<file path="config.mk">
export PLATFORM = sky130hd
export DESIGN_NAME = width_serializer_flat
export DESIGN_NICKNAME = d
export VERILOG_FILES = /design/src/rtl/width_serializer_if.sv /design/src/rtl/width_serializer.sv /design/src/flat_wrapper.sv
export SDC_FILE = /design/constraint.sdc
export NUM_CORES = 1
export LEC_CHECK = 0
export BUFFER_PORTS_ARGS = -buffer_cell sky130_fd_sc_hd__buf_2
export CAP_MARGIN = 10
export CORE_MARGIN = 2
export CORE_UTILIZATION = 54
export CTS_BUF_LIST = sky130_fd_sc_hd__clkbuf_8
export CTS_CLUSTER_DIAMETER = 200
export CTS_CLUSTER_SIZE = 16
export DETAILED_ROUTE_END_ITERATION = 8
export MAX_ROUTING_LAYER = met4
export PLACE_DENSITY = 0.82
export SETUP_SLACK_MARGIN = 0.5
export SLEW_MARGIN = 10
export SYNTH_ARGS = -nofsm -noshare
export SYNTH_HDL_FRONTEND = slang
export SYNTH_SLANG_ARGS = --single-unit
</file>
<file path="constraint.sdc">
create_clock -name clock -period 1.7 [get_ports clock]
set_input_delay 0.34 -clock clock [delete_from_list [all_inputs] [get_ports clock]]
set_output_delay 0.34 -clock clock [all_outputs]
set_load 0.05 [all_outputs]
</file>
<file path="src/rtl/width_serializer_if.sv">
// width_serializer_if: wide-word write side and narrow-slice read side of
// the width serializer, bundled as one stream interface.
//   wr_data/wr_cnt/wr_last/wr_vld -> word in,  wr_ready <- accept
//   rd_data/rd_vld/rd_last        <- slice out, rd_ready -> consume
//   busy                          <- word in progress (same as rd_vld)
// slave is the serializer's view; master is the producer/consumer view.
interface width_serializer_if #(
    parameter int unsigned DSIZE = 8,
    parameter int unsigned NSIZE = 4,
    parameter int unsigned CW    = $clog2(NSIZE + 1)
);
    logic [DSIZE*NSIZE-1:0] wr_data;
    logic [CW-1:0]          wr_cnt;
    logic                   wr_last;
    logic                   wr_vld;
    logic                   wr_ready;
    logic [DSIZE-1:0]       rd_data;
    logic                   rd_vld;
    logic                   rd_last;
    logic                   rd_ready;
    logic                   busy;

    modport master (
        output wr_data, wr_cnt, wr_last, wr_vld, rd_ready,
        input  wr_ready, rd_data, rd_vld, rd_last, busy
    );

    modport slave (
        input  wr_data, wr_cnt, wr_last, wr_vld, rd_ready,
        output wr_ready, rd_data, rd_vld, rd_last, busy
    );
endinterface

</file>
<file path="src/rtl/width_serializer.sv">
// width_serializer: accepts one DSIZE*NSIZE-bit word per handshake and emits
// it as wr_cnt (0 or >NSIZE means NSIZE) slices of DSIZE bits, top slice
// first when MSB_FIRST=1, bottom slice first otherwise.
// Ports:
//   clock - rising-edge clock
//   rst_n - synchronous active-low reset
//   bus   - width_serializer_if.slave (write word side, read slice side)
module width_serializer #(
    parameter int unsigned DSIZE     = 8,
    parameter int unsigned NSIZE     = 4,
    parameter int unsigned MSB_FIRST = 1,
    parameter int unsigned CW        = $clog2(NSIZE + 1)
) (
    input  logic                  clock,
    input  logic                  rst_n,
    width_serializer_if.slave     bus
);
    localparam int unsigned W = DSIZE * NSIZE;

    typedef enum logic {IDLE, SHIFT} state_t;

    state_t         state_q;
    logic [W-1:0]   shreg_q;
    logic [CW-1:0]  rem_q;
    logic           last_q;

    logic           rd_vld;
    logic           rem_one;
    logic           accept;
    logic [CW-1:0]  eff_cnt;

    assign rd_vld  = (state_q == SHIFT);
    assign rem_one = (rem_q == CW'(1));

    // Ready while idle, or while the final slice of the current word is
    // being consumed, so the next word loads with no bubble.
    assign bus.wr_ready = rst_n & (~rd_vld | (rem_one & bus.rd_ready));
    assign accept       = bus.wr_vld & bus.wr_ready;

    always_comb begin
        eff_cnt = bus.wr_cnt;
        if (bus.wr_cnt == '0 || bus.wr_cnt > CW'(NSIZE)) begin
            eff_cnt = CW'(NSIZE);
        end
    end

    always_ff @(posedge clock) begin
        if (!rst_n) begin
            state_q <= IDLE;
            shreg_q <= '0;
            rem_q   <= '0;
            last_q  <= 1'b0;
        end else if (accept) begin
            state_q <= SHIFT;
            shreg_q <= bus.wr_data;
            rem_q   <= eff_cnt;
            last_q  <= bus.wr_last;
        end else if (rd_vld && bus.rd_ready) begin
            if (!rem_one) begin
                shreg_q <= (MSB_FIRST != 0) ? (shreg_q << DSIZE) : (shreg_q >> DSIZE);
                rem_q   <= rem_q - CW'(1);
            end else begin
                state_q <= IDLE;
                rem_q   <= '0;
                last_q  <= 1'b0;
            end
        end
    end

    assign bus.rd_vld  = rd_vld;
    assign bus.busy    = rd_vld;
    assign bus.rd_last = rd_vld & last_q & rem_one;
    assign bus.rd_data = (MSB_FIRST != 0) ? shreg_q[W-1 -: DSIZE] : shreg_q[DSIZE-1:0];
endmodule

</file>
<file path="src/flat_wrapper.sv">
// flat-port wrapper written by rule: the top's interface ports become plain ports
module width_serializer_flat 
#(
    parameter int unsigned DSIZE     = 8,
    parameter int unsigned NSIZE     = 4,
    parameter int unsigned MSB_FIRST = 1,
    parameter int unsigned CW        = $clog2(NSIZE + 1)
)
  (clock, rst_n, bus_wr_data, bus_wr_cnt, bus_wr_last, bus_wr_vld, bus_rd_ready, bus_wr_ready, bus_rd_data, bus_rd_vld, bus_rd_last, bus_busy);
  width_serializer_if #(.DSIZE(DSIZE), .NSIZE(NSIZE), .CW(CW)) bus_i ();
  input  logic clock;
  input  logic rst_n;
  input wire logic [$bits(bus_i.wr_data)-1:0] bus_wr_data;
  input wire logic [$bits(bus_i.wr_cnt)-1:0] bus_wr_cnt;
  input wire logic [$bits(bus_i.wr_last)-1:0] bus_wr_last;
  input wire logic [$bits(bus_i.wr_vld)-1:0] bus_wr_vld;
  input wire logic [$bits(bus_i.rd_ready)-1:0] bus_rd_ready;
  output wire logic [$bits(bus_i.wr_ready)-1:0] bus_wr_ready;
  output wire logic [$bits(bus_i.rd_data)-1:0] bus_rd_data;
  output wire logic [$bits(bus_i.rd_vld)-1:0] bus_rd_vld;
  output wire logic [$bits(bus_i.rd_last)-1:0] bus_rd_last;
  output wire logic [$bits(bus_i.busy)-1:0] bus_busy;
  assign bus_i.wr_data = bus_wr_data;
  assign bus_i.wr_cnt = bus_wr_cnt;
  assign bus_i.wr_last = bus_wr_last;
  assign bus_i.wr_vld = bus_wr_vld;
  assign bus_i.rd_ready = bus_rd_ready;
  assign bus_wr_ready = bus_i.wr_ready;
  assign bus_rd_data = bus_i.rd_data;
  assign bus_rd_vld = bus_i.rd_vld;
  assign bus_rd_last = bus_i.rd_last;
  assign bus_busy = bus_i.busy;
  width_serializer #(.DSIZE(DSIZE), .NSIZE(NSIZE), .MSB_FIRST(MSB_FIRST), .CW(CW)) u_core (.clock(clock), .rst_n(rst_n), .bus(bus_i));
endmodule
</file>
==> metrics.yaml <==
outcome: "complete, but fails checks"
violations: "negative setup slack"
synth_compound_area_share_pct: 18.98
diodes: 0
synth_async_sr_flop_share_pct: 0
required_ps: 1360
clock_path_buffers: 2
drt_wl_total_mm: 6.916
ant_nets: 0
cts_buffers: 5
grt_pass1_wl_mm: 8.590
hpwl_mm: 2.583
power_uw: 2447
rows: 21
fin_ws_ps: -4.334
setup.worst_path.end_class: "primary output"
netSwitchingFraction_pct: 30.39
synth_top_family_by_area: "buffers and inverters"
finalCritPeriodShare_pct: 100.3
fp.dieArea_mm2: 0.004136
drv_slew: 0
io_buffers: 51
period_needed_ps: 1704
setup_viol_count_final: 1
total_leakage_power_uw: 0.001335
viasPerCell: 6.101
drt_iter0_markers: 222
cts.sinks: 37
pwr-share-seq_pct: 39.7
finalHoldViolations: 0
critPathMaxFanout: 3
slew-limit-headroom_pct: 66.12
core_mm2: 0.003416
ir_worst_vdd_mv: 0.4322
grt_use_total_pct: 28.19
drc: 0
num_io_pins: 52
cts_hold_buf: 0
fin_cells: 336
worstSetupStartpointType: "flip-flop"
nNetsFinal: 332
drtPass1Iterations: 4
cts.htree.levels: 2
worst_pin_slew_ps: 508.3
die_y_um: 64.32
switchingPower_uw: 743.5
clkPwrFrac_pct: 33.8
dpl.cell_count: 304
synthAdderAreaFrac_pct: 1.911
path_clk_slew_ps: 80
synth_mux_area_share_pct: 5.350
synth-main-ff-cell: "dfxtp_1"
p_int_uw: 1703
wl_per_cell_um: 20.58
hp-class: "in -> reg"
path_class: "reg -> out"
tns_ps: -4.334
synthCells: 230
root_buffer: "clkbuf_8"
vias: 2050
fmax_mhz: 586.7
area_growth_pct: 51.53
ys.warnings.count: 0
grt_pass1_vias: 1757
rsz0062_at_grt: "yes"
clk_latency_ps: 310
seq_area_frac_synth_pct: 37.71
synth_nets: 273
antenna_found_initial: 0
cp.arrival_ps: 1360
initial_core_util_pct: 57.51
drv_cap: 0
grt_remaining_overflow: 0
fin_skew_ps: 11.20
p_comb_share_pct: 26.4
yosys_register_bits: 37
synthSimpleGateAreaFrac_pct: 15.54
power_density_mw_per_mm2: 821.9
dieWidth_um: 64.32
grt_start_max_net_pins: 46
drive_above_1_share_pct: 46.21
syn_area_mm2: 0.001964
synth_edf_count: 0
synth_xor_area_share_pct: 0
synth_cell_types: 37
avgSynthCellArea_um2: 8.541
cts_tree: "done"
gp_congestion: 0.8651
[path summary, 6_finish.rpt]
check / endpoint / depth (start not counted) / slack [ps] / startpoint
worst max-delay path: bus_wr_ready / 6 / -4 / u_core.rem_q[1]
worst min-delay path: u_core.shreg_q[5] / 3 / 270 / bus_wr_data[5]
worst max register to register: u_core.shreg_q[22] / 9 / 10 / u_core.rem_q[1]
worst min register to register: u_core.shreg_q[27] / 2 / 520 / u_core.shreg_q[27]
[metal layers]
metal	GRT usage, %	up-vias	part of all wire [%]
li1	-	917	-
met1	33.30	1005	40
met2	45.83	106	51
met3	4.754	22	5.7
met4	15.16	0	3.7
met5	-	-	0
[final cells by class]
cell class / count / area (um^2)
clock buffers: 6 / 82.58
clock inverters: 2 / 36.28
fillers: 165 / 439.2
inverters: 55 / 206.4
multi-input cells: 109 / 1102
flip-flops and latches: 37 / 748.2
well taps: 46 / 57.56
repair buffers: 81 / 743.2
[cell families after synthesis]
kind of cell	after synthesis
adder cells (fa/ha/maj)	3
AO/OA/AOI/OAI	47
AND/OR/NAND/NOR	49
buffers and inverters	84
multiplexers	10
flip-flops	37
[sequential cells by signal (all words and copies together) (netlist names)]
register	flops
u_core.bus.busy	1
u_core.last_q	1
u_core.rem_q	3
u_core.shreg_q	32
[metrics by stage]
| stage | area (um^2) | hold slack [ps] | utilization (%) | setup WS (ps) |
|---|---|---|---|---|
| after floorplan | 2076 | 463.4 | - | 311.0 |
| after global placement | 2233 | 475.3 | 65.38 | 175.9 |
| after detailed placement | 2233 | 481.3 | 65.38 | 125.8 |
| after CTS | 2696 | 272.6 | 78.94 | -29.28 |
| after global routing | 2977 | 280.8 | 87.14 | -28.12 |
| final | 2977 | 271.7 | 87.14 | -4.334 |
[synth_stat cells, drive strengths merged (2+ instances only)]
cell type / number / area share [%]
a21oi: 3 / 0.76
a31oi: 2 / 0.64
buf: 27 / 9.6
clkbuf: 2 / 0.38
dfxtp: 37 / 38
ha: 3 / 1.9
inv: 55 / 11
mux2i: 9 / 4.6
nand2: 11 / 2.1
nand3: 2 / 0.51
nand4: 24 / 7.6
nor2: 2 / 0.38
o211ai: 9 / 3.4
o21ai: 3 / 0.96
o221ai: 24 / 11
[placed cells by master, fill, tap and decap left out, drive strengths merged, types with 2 or more instances in the layout]
master	count
a21oi	3
nand3	2
clkbuf	8
dfxtp	37
inv	56
o211ai	9
mux2i	9
ha	3
buf	79
nand4	24
nor2	2
o221ai	24
nand2	11
a31oi	2
o21ai	3
[power groups by stage]
stage | Sequential [uW] | Clock (uW) | Combinational (uW)
6_report | 972 | 828 | 647
5_1_grt | 974 | 846 | 676
4_1_cts | 961 | 815 | 521
3_5_place_dp | 981 | 0 | 389
3_3_place_gp | 978 | 0 | 383
2_1_floorplan | 976 | 0 | 321
[worst max-delay path, stage by stage, from the launching register on]
cell and delay (ps):
dfxtp_2 340, inv_2 50, ha_4 150, and3b_1 210, nor2_4 120, nor2_4 40
buf_6 150
[repair_timing]
action | in CTS | in global routing
gates resized for setup | 40 | 31
pin swaps | 4 | 6
endpoints found under the setup margin | 48 | 42
gates cloned | 5 | 2
buffers inserted | 10 | 7
Note: power is estimated with default switching activity, not from simulation.
